File: config.mk
export PLATFORM = sky130hd
export DESIGN_NAME = bytecode_prefetch
export DESIGN_NICKNAME = d
export VERILOG_FILES = /design/src/rtl/bytecode_prefetch.sv
export SDC_FILE = /design/constraint.sdc
export NUM_CORES = 1
export LEC_CHECK = 0
export ABC_CLOCK_PERIOD_IN_PS = 5900
export CAP_MARGIN = 40
export CORE_MARGIN = 5
export CORE_UTILIZATION = 60
export CTS_CLUSTER_SIZE = 14
export DETAILED_ROUTE_END_ITERATION = 12
export PLACE_DENSITY = 0.84
export SLEW_MARGIN = 20
export SYNTH_ARGS = -nofsm -noshare
export SYNTH_HDL_FRONTEND = slang
export SYNTH_SLANG_ARGS = --single-unit
File: constraint.sdc
create_clock -name clk -period 5.9 [get_ports clk]
set_clock_uncertainty 0.05 [all_clocks]
set_input_delay 0.59 -clock clk [delete_from_list [all_inputs] [get_ports clk]]
set_output_delay 0.59 -clock clk [all_outputs]
set_load 0.01 [all_outputs]
File: src/rtl/bytecode_prefetch.sv
// Bytecode fetch unit: prefetches program bytes into a PC-tagged FIFO.
// Ports: clk/rst, en, mem_* read port, redirect/redirect_pc, instr/pc/valid/ready.
module bytecode_prefetch #(
  parameter int PC_W = 12,
  parameter int DEPTH = 4,
  parameter int MAX_OUTST = 2,
  parameter logic [PC_W-1:0] RESET_PC = '0
) (
  input  logic            clk,
  input  logic            rst,
  input  logic            en,
  output logic            mem_req,
  output logic [PC_W-1:0] mem_addr,
  input  logic            mem_gnt,
  input  logic            mem_rvalid,
  input  logic [7:0]      mem_rdata,
  input  logic            redirect,
  input  logic [PC_W-1:0] redirect_pc,
  output logic [7:0]      instr,
  output logic [PC_W-1:0] pc,
  output logic            valid,
  input  logic            ready
);

  localparam int PW = $clog2(DEPTH);
  localparam int CW = PW + 1;
  localparam int OW = $clog2(MAX_OUTST) + 1;

  typedef enum logic {RUN, FLUSH} state_t;

  state_t          state_q, state_d;
  logic [PC_W-1:0] fetch_q, fetch_d;
  logic [PC_W-1:0] resp_q, resp_d;
  logic [OW-1:0]   outst_q, outst_d;
  logic [OW-1:0]   drop_q, drop_d;
  logic [PW-1:0]   rd_q, rd_d;
  logic [PW-1:0]   wr_q, wr_d;
  logic [CW-1:0]   cnt_q, cnt_d;
  logic [7:0]      dat_q [DEPTH];
  logic [PC_W-1:0] tag_q [DEPTH];
  logic            issue, push, pop;

  always_comb begin
    valid = cnt_q != '0;
    instr = dat_q[rd_q];
    pc = tag_q[rd_q];
    mem_addr = fetch_q;
    // Credit rule: stale reads still hold a slot, so a
    // returning byte always finds room in the FIFO.
    mem_req = !rst && en && !redirect
      && (outst_q < OW'(MAX_OUTST))
      && (32'(cnt_q) + 32'(outst_q) < 32'(DEPTH));
    issue = mem_req && mem_gnt;
    pop = valid && ready && !redirect;
    push = 1'b0;

    state_d = state_q;
    fetch_d = fetch_q;
    resp_d = resp_q;
    drop_d = drop_q;
    rd_d = rd_q;
    wr_d = wr_q;
    cnt_d = cnt_q;
    outst_d = outst_q + OW'(issue) - OW'(mem_rvalid);

    if (redirect) begin
      // No issue here, so outst_d is exactly the
      // number of reads whose data is now stale.
      drop_d = outst_d;
      state_d = (outst_d != '0) ? FLUSH : RUN;
      fetch_d = redirect_pc;
      resp_d = redirect_pc;
      rd_d = wr_q;
      cnt_d = '0;
    end else begin
      if (issue) fetch_d = fetch_q + PC_W'(1);
      unique case (state_q)
        RUN: push = mem_rvalid;
        FLUSH: begin
          if (mem_rvalid) begin
            drop_d = drop_q - OW'(1);
            if (drop_q == OW'(1)) state_d = RUN;
          end
        end
      endcase
      if (push) begin
        wr_d = wr_q + PW'(1);
        resp_d = resp_q + PC_W'(1);
      end
      if (pop) rd_d = rd_q + PW'(1);
      cnt_d = cnt_q + CW'(push) - CW'(pop);
    end
  end

  always_ff @(posedge clk) begin
    if (rst) begin
      state_q <= RUN;
      fetch_q <= RESET_PC;
      resp_q <= RESET_PC;
      outst_q <= '0;
      drop_q <= '0;
      rd_q <= '0;
      wr_q <= '0;
      cnt_q <= '0;
      for (int i = 0; i < DEPTH; i++) begin
        dat_q[i] <= '0;
        tag_q[i] <= '0;
      end
    end else begin
      state_q <= state_d;
      fetch_q <= fetch_d;
      resp_q <= resp_d;
      outst_q <= outst_d;
      drop_q <= drop_d;
      rd_q <= rd_d;
      wr_q <= wr_d;
      cnt_q <= cnt_d;
      if (push) begin
        dat_q[wr_q] <= mem_rdata;
        tag_q[wr_q] <= resp_q;
      end
    end
  end

endmodule

==> impl_metrics.py <==
metrics = {
    "run_status": {
        "run_status": "completed",
    },
    "global_routing": {
        "track_usage": 0.240,
        "grt_pass1_wl_um": 20700,
        "grt_max_degree": 29,
        "grt_pass1_vias": 3911,
        "antenna_found_initial": 0,
        "grt_overflow": 0,
    },
    "placement": {
        "place_ws_ns": 2.25,
        "gp_congestion": 0.880,
        "io_buffers": 60,
        "dp_hpwl_um": 8050,
    },
    "floorplan": {
        "die_x_um": 105,
        "die_y_um": 105,
        "coreArea_um2": 8720,
        "num_io_pins": 61,
        "start_util": 0.616,
        "rows": 34,
        "die_area_um2": 11000,
    },
    "setup_path": {
        "cp-end-kind": "register",
        "worst_ep_arrival_time_ns": 3.46,
        "cp_max_fo": 17,
        "worst_setup_path_start_kind": "primary input",
        "critical_path_class": "primary input to register",
        "crit_required_ns": 6.21,
    },
    "clocking": {
        "ctsHoldBuffers": 0,
        "ctsResizeCount": 0,
        "cts_setup_buffers": 0,
        "cts.sinks": 118,
        "cts_tree": "done",
        "clk_pin_slew_ns": 0.06,
        "clock_latency_ns": 0.51,
        "cts_buffer_depth": 2,
        "numCtsBuffers": 17,
        "htree_levels": 4,
        "cts-root-buf": "clkbuf_8",
    },
    "timing": {
        "max_freq_mhz": 317,
        "hold_viol": 0,
        "fin_ws_ns": 2.75,
        "slew_viol_final": 0,
        "max_slew_margin": 0.530,
        "rsz0062_at_grt": "no",
        "period_needed_ns": 3.15,
        "timing.final.crit_share": 0.534,
        "setup_violations": 0,
        "fin_setup_tns_ns": 0,
        "max_slew.worst_pin.slew_ns": 0.701,
    },
    "yosys": {
        "async_flop_share": 0,
        "synth-seq-cells": 118,
        "syn_avg_cell_area_um2": 11.7,
        "ys.flop_type": "edfxtp_1",
        "synthCells": 460,
        "yosysWarnings": 0,
        "synth_area_um2": 5380,
        "yosysUniqueCellTypes": 52,
        "yosysSeqAreaShare": 0.588,
        "synth_nets": 496,
        "synth-edff-count": 80,
    },
    "drt": {
        "drt_iter0_drc": 267,
        "wire_per_inst_um": 19.4,
        "firstDrtPassIters": 5,
        "route.vias.total": 3844,
        "final_antenna_net_count": 0,
        "vias_per_cell": 5.93,
        "drc": 0,
        "totalWireLength_um": 12600,
    },
    "job": {
        "maxCapViolCount": 0,
    },
    "power_and_ir_drop": {
        "peakVddDrop_mv": 0.209,
        "p_leak_nw": 2.52,
        "powerDensity_nw_per_um2": 327,
    },
    "worst_hold_path": {
        "min_path_type": "register to register",
    },
    "finish": {
        "nets": 563,
        "drive_gt1_frac": 0.122,
        "layout_common_cells": "80 x edfxtp_1, 60 x clkdlybuf4s50_1, 52 x nor2_1, 52 x nand2_1, 38 x dfxtp_1",
        "fill_cells": 514,
        "mostFrequentLayoutCell": "edfxtp_1",
        "n_antenna_cell": 0,
        "areaGrowthSynthToFinish_pct": 25.3,
    },
}
## state kept, by name, summed over array words and instances (netlist names), named ones only
register,flops
resp_q,12
drop_q,2
outst_q,2
state_q,1
rd_q,2
dat_q,32
cnt_q,3
wr_q,2
tag_q,48
mem_addr,12
## cell families after synthesis
family,synth area share
AOI/OAI and AO/OA,0.0752
and+or+nand+nor,0.157
DFF,0.588
adders and majority gates,0.0223
muxes,0.0857
buffers and inverters,0.0417
xor gates and xnor gates,0.0293
## synth_stat cells (3+ instances only)
| cell | n | share of area |
|---|---|---|
| or3_1 | 3 | 0.0035 |
| a31oi_1 | 3 | 0.0035 |
| and3_1 | 5 | 0.0058 |
| nand3_1 | 8 | 0.0074 |
| nor2_1 | 52 | 0.036 |
| inv_1 | 32 | 0.022 |
| xnor2_1 | 13 | 0.021 |
| o31a_1 | 5 | 0.0081 |
| a211oi_1 | 8 | 0.011 |
| nand2_1 | 52 | 0.036 |
| nand4_1 | 5 | 0.0058 |
| dfxtp_1 | 38 | 0.14 |
| and2_1 | 22 | 0.026 |
| or4_1 | 3 | 0.0042 |
| ha_1 | 8 | 0.019 |
| o21ai_0 | 5 | 0.0047 |
| o22ai_1 | 6 | 0.0070 |
| clkbuf_1 | 17 | 0.012 |
| buf_2 | 4 | 0.0037 |
| nor4_1 | 5 | 0.0058 |
| mux4_2 | 20 | 0.084 |
| nor3_1 | 6 | 0.0056 |
| xor2_1 | 5 | 0.0081 |
| a21oi_1 | 19 | 0.018 |
| edfxtp_1 | 80 | 0.45 |
## final timing paths
path	cells past startpoint	endpoint	from	slack (ns)
setup / recovery	10	state_q	rst	2.75
hold / removal	2	mem_addr[11]	mem_addr[11]	0.45
setup reg to reg	10	state_q	cnt_q[1]	3.02
hold reg to reg	2	mem_addr[11]	mem_addr[11]	0.45
## per-stage QoR
stage	instances	area, µm²	power (W)	utilization	hold WS (ns)
floorplan	460	5380	0.00109	-	0.433
global placement	610	6070	0.00118	0.696	0.423
detailed placement	615	6140	0.00119	0.704	0.431
CTS	647	6730	0.00221	0.771	0.445
global route	648	6740	0.00227	0.772	0.493
finish	648	6740	0.00220	0.772	0.449
## routing by layer
metal	track usage	vias to the layer above	wire [µm]
met1	0.311	1843	5190
met2	0.396	185	6330
met4	0.0749	0	320
met3	0.0654	23	725
li1	-	1793	-
met5	0	-	0
## critical path, stage by stage
cell	delay (ns)
clkdlybuf4s50_1	0.74
nor2_1	0.34
and4_1	0.55
inv_2	0.21
ha_1	0.32
inv_1	0.04
ha_1	0.18
xor2_1	0.15
xnor2_1	0.23
a211oi_1	0.11
## where the power goes
| part | switching, W | total (W) | internal, W | leakage [nW] |
|---|---|---|---|---|
| sequential | 0.0000367 | 0.000966 | 0.000929 | 1.14 |
| combinational | 0.000105 | 0.000214 | 0.000109 | 1.10 |
| clock | 0.000348 | 0.00102 | 0.000671 | 0.286 |
| total | 0.000490 | 0.00220 | 0.00171 | 2.52 |
## area by class of cell
class	count	area, µm²	area share
multi-input cells	284	2000	0.297
clock inverters	10	128	0.0189
inverters	34	128	0.0189
well taps	108	135	0.0201
flip-flops and latches	118	3160	0.470
repair buffers	72	721	0.107
clock buffers	22	463	0.0687
(Power assumes the default switching activity.)
